<file path="config.mk">
export PLATFORM = sky130hd
export DESIGN_NAME = uart_tx_cfg_flat
export DESIGN_NICKNAME = d
export VERILOG_FILES = /design/src/rtl/uart_tx_cfg_if.sv /design/src/rtl/uart_tx_cfg.sv /design/src/flat_wrapper.sv
export SDC_FILE = /design/constraint.sdc
export NUM_CORES = 1
export LEC_CHECK = 0
export BUFFER_PORTS_ARGS = -buffer_cell sky130_fd_sc_hd__buf_4
export CORE_MARGIN = 2
export CORE_UTILIZATION = 45
export CTS_CLUSTER_DIAMETER = 50
export CTS_CLUSTER_SIZE = 20
export DETAILED_ROUTE_END_ITERATION = 7
export PLACE_DENSITY = 0.65
export SLEW_MARGIN = 20
export SYNTH_ARGS = -nofsm -noshare
export SYNTH_HDL_FRONTEND = slang
export SYNTH_SLANG_ARGS = --single-unit
</file>
<file path="constraint.sdc">
create_clock -name clk -period 5.11 [get_ports clk]
set_clock_uncertainty 0.2 [all_clocks]
set_input_delay 0.2555 -clock clk [delete_from_list [all_inputs] [get_ports clk]]
set_output_delay 0.2555 -clock clk [all_outputs]
set_load 0.02 [all_outputs]
</file>
<file path="src/rtl/uart_tx_cfg_if.sv">
// Byte handshake between a producer and the UART transmitter.
//   valid   : producer offers data_in for transmission
//   data_in : payload word, DATA_BITS wide, sent LSB first
//   ready   : transmitter holding register is empty
// master = producer side, slave = transmitter side.
interface uart_tx_cfg_if #(
    parameter int DATA_BITS = 8
);
    logic                 valid;
    logic [DATA_BITS-1:0] data_in;
    logic                 ready;

    modport master (output valid, output data_in, input ready);
    modport slave  (input valid, input data_in, output ready);
endinterface

</file>
<file path="src/rtl/uart_tx_cfg.sv">
// Configurable UART transmitter with a one-word holding register in front of
// the frame shifter, so a producer can queue the next word while the current
// frame is on the line (back-to-back frames with no idle bits).
// Ports:
//   clk  : system clock, rising edge
//   rst  : asynchronous active-high reset
//   tick : one-clk baud strobe, one per bit period, free-running
//   bus  : valid/data_in/ready handshake (slave side)
//   tx   : registered serial line, idle high
//   busy : frame state machine not idle
//   done : one-clk pulse after the final stop bit of a frame
module uart_tx_cfg #(
    parameter int DATA_BITS = 8,
    parameter int PARITY    = 0,
    parameter int STOP_BITS = 1
) (
    input  logic          clk,
    input  logic          rst,
    input  logic          tick,
    uart_tx_cfg_if.slave  bus,
    output logic          tx,
    output logic          busy,
    output logic          done
);
    generate
        if (DATA_BITS < 5 || DATA_BITS > 9) begin : g_bad_data_bits
            $error("uart_tx_cfg: DATA_BITS must be within 5..9");
        end
        if (PARITY < 0 || PARITY > 2) begin : g_bad_parity
            $error("uart_tx_cfg: PARITY must be 0 (none), 1 (odd) or 2 (even)");
        end
        if (STOP_BITS < 1 || STOP_BITS > 2) begin : g_bad_stop_bits
            $error("uart_tx_cfg: STOP_BITS must be 1 or 2");
        end
    endgenerate

    localparam int CNT_W = $clog2(DATA_BITS);

    typedef enum logic [2:0] {
        S_IDLE,
        S_START,
        S_DATA,
        S_PARITY,
        S_STOP
    } state_t;

    state_t               state_reg,     state_next;
    logic                 tx_reg,        tx_next;
    logic [DATA_BITS-1:0] frame_reg,     frame_next;
    logic [DATA_BITS-1:0] hold_reg,      hold_next;
    logic                 hold_full_reg, hold_full_next;
    logic [CNT_W-1:0]     bit_cnt_reg,   bit_cnt_next;
    logic                 stop_cnt_reg,  stop_cnt_next;
    logic                 done_reg,      done_next;

    logic [CNT_W-1:0]     next_idx;
    logic                 parity_bit;

    // The frame register keeps the captured payload intact for the whole
    // frame (bits are picked by index rather than shifted out), so parity is
    // always taken from the word being sent, never from live data_in.
    assign next_idx   = bit_cnt_reg + CNT_W'(1);
    assign parity_bit = (^frame_reg) ^ (PARITY == 1);

    always_ff @(posedge clk or posedge rst) begin
        if (rst) begin
            state_reg     <= S_IDLE;
            tx_reg        <= 1'b1;
            frame_reg     <= '0;
            hold_reg      <= '0;
            hold_full_reg <= 1'b0;
            bit_cnt_reg   <= '0;
            stop_cnt_reg  <= 1'b0;
            done_reg      <= 1'b0;
        end else begin
            state_reg     <= state_next;
            tx_reg        <= tx_next;
            frame_reg     <= frame_next;
            hold_reg      <= hold_next;
            hold_full_reg <= hold_full_next;
            bit_cnt_reg   <= bit_cnt_next;
            stop_cnt_reg  <= stop_cnt_next;
            done_reg      <= done_next;
        end
    end

    always_comb begin
        state_next     = state_reg;
        tx_next        = tx_reg;
        frame_next     = frame_reg;
        hold_next      = hold_reg;
        hold_full_next = hold_full_reg;
        bit_cnt_next   = bit_cnt_reg;
        stop_cnt_next  = stop_cnt_reg;
        done_next      = 1'b0;

        // Accept and reload are mutually exclusive: accept needs an empty
        // holding register, reload needs a full one. A word accepted on a
        // tick edge therefore waits for the following tick to start.
        if (bus.valid && !hold_full_reg) begin
            hold_next      = bus.data_in;
            hold_full_next = 1'b1;
        end

        if (tick) begin
            case (state_reg)
                S_IDLE: begin
                    tx_next = 1'b1;
                    if (hold_full_reg) begin
                        frame_next     = hold_reg;
                        hold_full_next = 1'b0;
                        tx_next        = 1'b0;
                        state_next     = S_START;
                    end
                end
                S_START: begin
                    tx_next      = frame_reg[0];
                    bit_cnt_next = '0;
                    state_next   = S_DATA;
                end
                S_DATA: begin
                    if (bit_cnt_reg == CNT_W'(DATA_BITS - 1)) begin
                        if (PARITY != 0) begin
                            tx_next    = parity_bit;
                            state_next = S_PARITY;
                        end else begin
                            tx_next       = 1'b1;
                            stop_cnt_next = 1'b0;
                            state_next    = S_STOP;
                        end
                    end else begin
                        bit_cnt_next = next_idx;
                        tx_next      = frame_reg[next_idx];
                    end
                end
                S_PARITY: begin
                    tx_next       = 1'b1;
                    stop_cnt_next = 1'b0;
                    state_next    = S_STOP;
                end
                S_STOP: begin
                    if (stop_cnt_reg == 1'(STOP_BITS - 1)) begin
                        done_next = 1'b1;
                        // A queued word follows immediately: the tick that
                        // ends the last stop bit also begins the next start bit.
                        if (hold_full_reg) begin
                            frame_next     = hold_reg;
                            hold_full_next = 1'b0;
                            tx_next        = 1'b0;
                            state_next     = S_START;
                        end else begin
                            state_next = S_IDLE;
                        end
                    end else begin
                        stop_cnt_next = stop_cnt_reg + 1'b1;
                    end
                end
                default: begin
                    tx_next    = 1'b1;
                    state_next = S_IDLE;
                end
            endcase
        end
    end

    assign bus.ready = !hold_full_reg;
    assign tx        = tx_reg;
    assign busy      = (state_reg != S_IDLE);
    assign done      = done_reg;
endmodule

</file>
<file path="src/flat_wrapper.sv">
// flat-port wrapper written by rule: the top's interface ports become plain ports
module uart_tx_cfg_flat 
#(
    parameter int DATA_BITS = 8,
    parameter int PARITY    = 0,
    parameter int STOP_BITS = 1
)
  (clk, rst, tick, tx, busy, done, bus_valid, bus_data_in, bus_ready);
  uart_tx_cfg_if #(.DATA_BITS(DATA_BITS)) bus_i ();
  input  logic clk;
  input  logic rst;
  input  logic tick;
  output logic tx;
  output logic busy;
  output logic done;
  input wire logic [$bits(bus_i.valid)-1:0] bus_valid;
  input wire logic [$bits(bus_i.data_in)-1:0] bus_data_in;
  output wire logic [$bits(bus_i.ready)-1:0] bus_ready;
  assign bus_i.valid = bus_valid;
  assign bus_i.data_in = bus_data_in;
  assign bus_ready = bus_i.ready;
  uart_tx_cfg #(.DATA_BITS(DATA_BITS), .PARITY(PARITY), .STOP_BITS(STOP_BITS)) u_core (.clk(clk), .rst(rst), .tick(tick), .bus(bus_i), .tx(tx), .busy(busy), .done(done));
endmodule
</file>
==> results.txt <==
The flow ran to the end, and the final reports show no timing, DRC or antenna violations. The number of cells produced by synthesis is 93. The analysis attributes to net switching a power of 0.2474 mW. The number of antenna violations at the first check in global routing came out at 0.

The endpoint identified for the worst register-to-register timing path is u_core.tx$_DFFE_PP1P_. In this run the vertical extent of the chip is roughly 54 um. The part of the cycle the worst path needs is 40.47%.

The warning count from the yosys run came out at 0. In the synthesized netlist the dominant register cell turns out to be sky130_fd_sc_hd__dfrtp_1. After floorplanning, the core was sized to cover 0.002432 mm^2. The final critical-path required period came out at 2.068 ns. The hold buffer count at cts came out at 11.

In the layout the commonest cells are sky130_fd_sc_hd__dfrtp_1, sky130_fd_sc_hd__mux2_2, sky130_fd_sc_hd__buf_4. The total count of max-transition violations in the final report is 0. The setup TNS after final layout came out at 0 ns. The count of state elements after synthesis is 25. Once the floorplan was initialized, standard cells occupied 46.86% of the core.

The relative contribution of the clock network to total power came out at 11.7%. Counting distinct cell types in the post-synthesis netlist gives 31. The worst slack at placement came out at ~3.0 ns. In this run the tightest slew margin relative to its limit is 37.71%. In this run, flip-flops and latches consume 48.1% of the power. The peak ir drop on the vdd network came out at 0.2874 mV.

Clock-pin slew was measured on the worst setup and hold paths at around 0.13 ns. The number of nets in the layout came out at 135. The post-detailed-route wirelength per cell came out at 12.83 um. The pin count of the biggest net entering global routing came out at 26. The floorplan row count is 18. Together, buffers and inverters on the worst path number 0.

The leakage power total is about 0.64 nW. The cell area that synthesis handed to floorplanning was 0.001140 mm^2. The critical path data required time is around 5.2 ns.

In this run the register-to-register setup slack is 3.04 ns. The maximum level of the CTS H-tree is 1. The number of clock sinks came out at 25. Global routing used 16.40% of the available tracks across all layers. Cell internal power was estimated by the tool at just under 0.5 mW. The number of synthesized flops with an enable pin came out at 0. Across the run, the number of max-cap violations was 0. The startpoint class of the critical path is a register. The slowest stage cell on the critical path is sky130_fd_sc_hd__dfrtp_1. Summed over all layers, the routed wires come to 1924 um.

The horizontal die dimension is between 50 and 60 um. In this run the critical register-to-register path is launched from u_core.bit_cnt_reg[0]$_DFFE_PP0P_. The path depth of the worst reg2reg path came out at 6. The total iterations of the first detailed-routing run came out at 4.

The final routed DRC violation total came out at 0. In this run the most critical hold path is launched from u_core.bit_cnt_reg[1]$_DFFE_PP0P_. The worst setup path is captured at a register. The share of synthesized area occupied by flip-flops and latches is ~55%. The hold-critical path endpoint is u_core.bit_cnt_reg[1]$_DFFE_PP0P_.

The post-CTS resize count is 0. The signal on the critical path passes through ha_1 > ha_1 > mux4_2 > or2_0 > a31oi_1 > o22ai_1. The top-level port count came out at 16.

The library cell used most frequently in the layout, excluding fill and tap cells, is sky130_fd_sc_hd__dfrtp_1. Setup repair after global routing left no endpoint under its margin. Routability-driven placement finished with a final weighted congestion of 0.7010. The synthesized area per cell came out at 12.26 um^2.

Once detail routing completed, the nets flagged for antenna violations numbered 0. The switching portion of total power is 33.29%. The buffer depth of the longest clock path is 2. The die area came out at 0.002952 mm^2.

At the later pin of the worst-skew pair, clock insertion delay measures 0.31 ns. After detailed routing, the number of vias per cell comes to between 5 and 6. The via count of the first global-routing pass came out at 782. The number of hold-slack violations in the final timing report is 0. The number of DRC violations after detailed-routing iteration 0 came out at 6.

The share of total power in combinational logic came out at 40.2%. Setup slack closes at 3.042 ns. The worst hold path belongs to the class reg2reg. For the pin with the worst max-slew slack, the measured transition is 0.9333 ns.

The library cell appearing most often on the critical path is sky130_fd_sc_hd__ha_1. After clock tree synthesis, the setup repair step added 0 buffers. The diode insertion count for antenna repair came out at 0.

The total global routing overflow is 0. The critical path is of the reg2reg type. The cell chosen for the clock root is sky130_fd_sc_hd__clkbuf_4. The number of nets produced by synthesis came out at approximately 110. In this design, the largest share of critical-path delay is due to adder cells.

TritonCTS built the clock tree. The power per cell area came out at 528.4 mW/mm^2. The worst hold path was traced through 2 stages. The largest incremental delay on the critical path is 0.47 ns.

The data arrival time of the worst path is approximately 2.1 ns. The detailed placer's ending HPWL is ~1400 um. The achievable clock frequency came out at 483.5 MHz. The fraction of synthesis flops using an asynchronous set or reset pin came out at between 90% and 100%. The layout overhead on the synthesized area came out at 23.38%. The maximum fanout count along the critical path came out at 6.

The ratio of cells with drive above 1 in the final layout came out at 33.33%. The global-route wire length before repair came out at between 3000 and 4000 um. The port buffer count came out at 15.

The total clock buffers created by CTS came out at 3. The routed layout has 783 vias. The count of filler cells inserted in the layout is 213. The number of setup violations in the final report is 0.
metrics by stage:
step                hold WS, ns  std cells  cell area, um^2  total power [mW]  utilization, %
detailed placement       0.2839        135             1270            0.6605           52.21
floorplan               0.08208         93             1140            0.5903               -
CTS                      0.3183        150             1406            0.7553           57.82
global placement         0.2739        135             1270            0.6468           52.21
global route             0.3454        150             1406            0.8105           57.82
finish                   0.3045        150             1406            0.7431           57.82
power by group through the flow:
stage	clock (mW)	combinational, mW	sequential [mW]
global placement	0	0.287	0.359
CTS	0.0930	0.304	0.359
detailed placement	0	0.297	0.364
global route	0.103	0.335	0.373
floorplan	0	0.248	0.342
finish	0.0869	0.298	0.358
metal layers:
layer	global-route usage, %	up-vias	wire [um]
met4	7.500	0	35
met1	19.58	385	887
met3	3.279	4	58
met2	28.31	15	943
met5	0	-	0
li1	-	379	-
synthesized netlist by cell type (all sizes together) (2+ instances only):
| cell | number | share of area [%] |
|---|---|---|
| inv | 3 | 0.99 |
| a21o | 2 | 1.4 |
| nor2 | 4 | 1.3 |
| nor3 | 2 | 0.88 |
| dfrtp | 24 | 53 |
| o21ai | 7 | 3.4 |
| mux2 | 16 | 16 |
| a21oi | 2 | 0.88 |
| buf | 2 | 1.4 |
| nand2 | 8 | 2.6 |
| and3 | 2 | 1.1 |
| mux2i | 2 | 1.8 |
| nand2b | 4 | 2.9 |
| ha | 2 | 2.2 |
cell type report:
cell class	count	area [um^2]	area share [%]
sequential	25	626.9	44.57
clock buffer	4	26.28	1.868
timing repair buffer	26	222.7	15.84
tap	30	37.54	2.669
inverter	3	11.26	0.8007
multi-input combinational	62	481.7	34.25
worst max path at each step:
stage	from	end	slack, ns	cells past startpoint
finish	u_core.bit_cnt_reg[0]$_DFFE_PP0P_	u_core.tx$_DFFE_PP1P_	3.04	6
global placement	u_core.bit_cnt_reg[0]$_DFFE_PP0P_	u_core.tx$_DFFE_PP1P_	3.11	6
detailed placement	u_core.bit_cnt_reg[0]$_DFFE_PP0P_	u_core.tx$_DFFE_PP1P_	3.05	6
CTS	u_core.bit_cnt_reg[0]$_DFFE_PP0P_	u_core.tx$_DFFE_PP1P_	3.03	6
global route	u_core.bit_cnt_reg[0]$_DFFE_PP0P_	u_core.tx$_DFFE_PP1P_	2.95	6
floorplan	u_core.bit_cnt_reg[0]$_DFFE_PP0P_	u_core.tx$_DFFE_PP1P_	3.15	6
cells by family (layout without fill, tap and decap cells):
group / Yosys count / in the layout / synth area share (%)
AOI/OAI and AO/OA: 14 / 14 / 7.466
adders and majority gates: 2 / 2 / 2.195
buffers and inverters: 6 / 33 / 2.743
DFF: 25 / 25 / 55.00
muxes: 19 / 19 / 19.54
and+or+nand+nor: 27 / 27 / 13.06
worst min-delay path, stage by stage (launching register included):
cell and delay [ns]:
sky130_fd_sc_hd__dfrtp_1 0.37, sky130_fd_sc_hd__nand2_1 0.05, sky130_fd_sc_hd__o21ai_0 0.06
(Power assumes the default switching activity.)
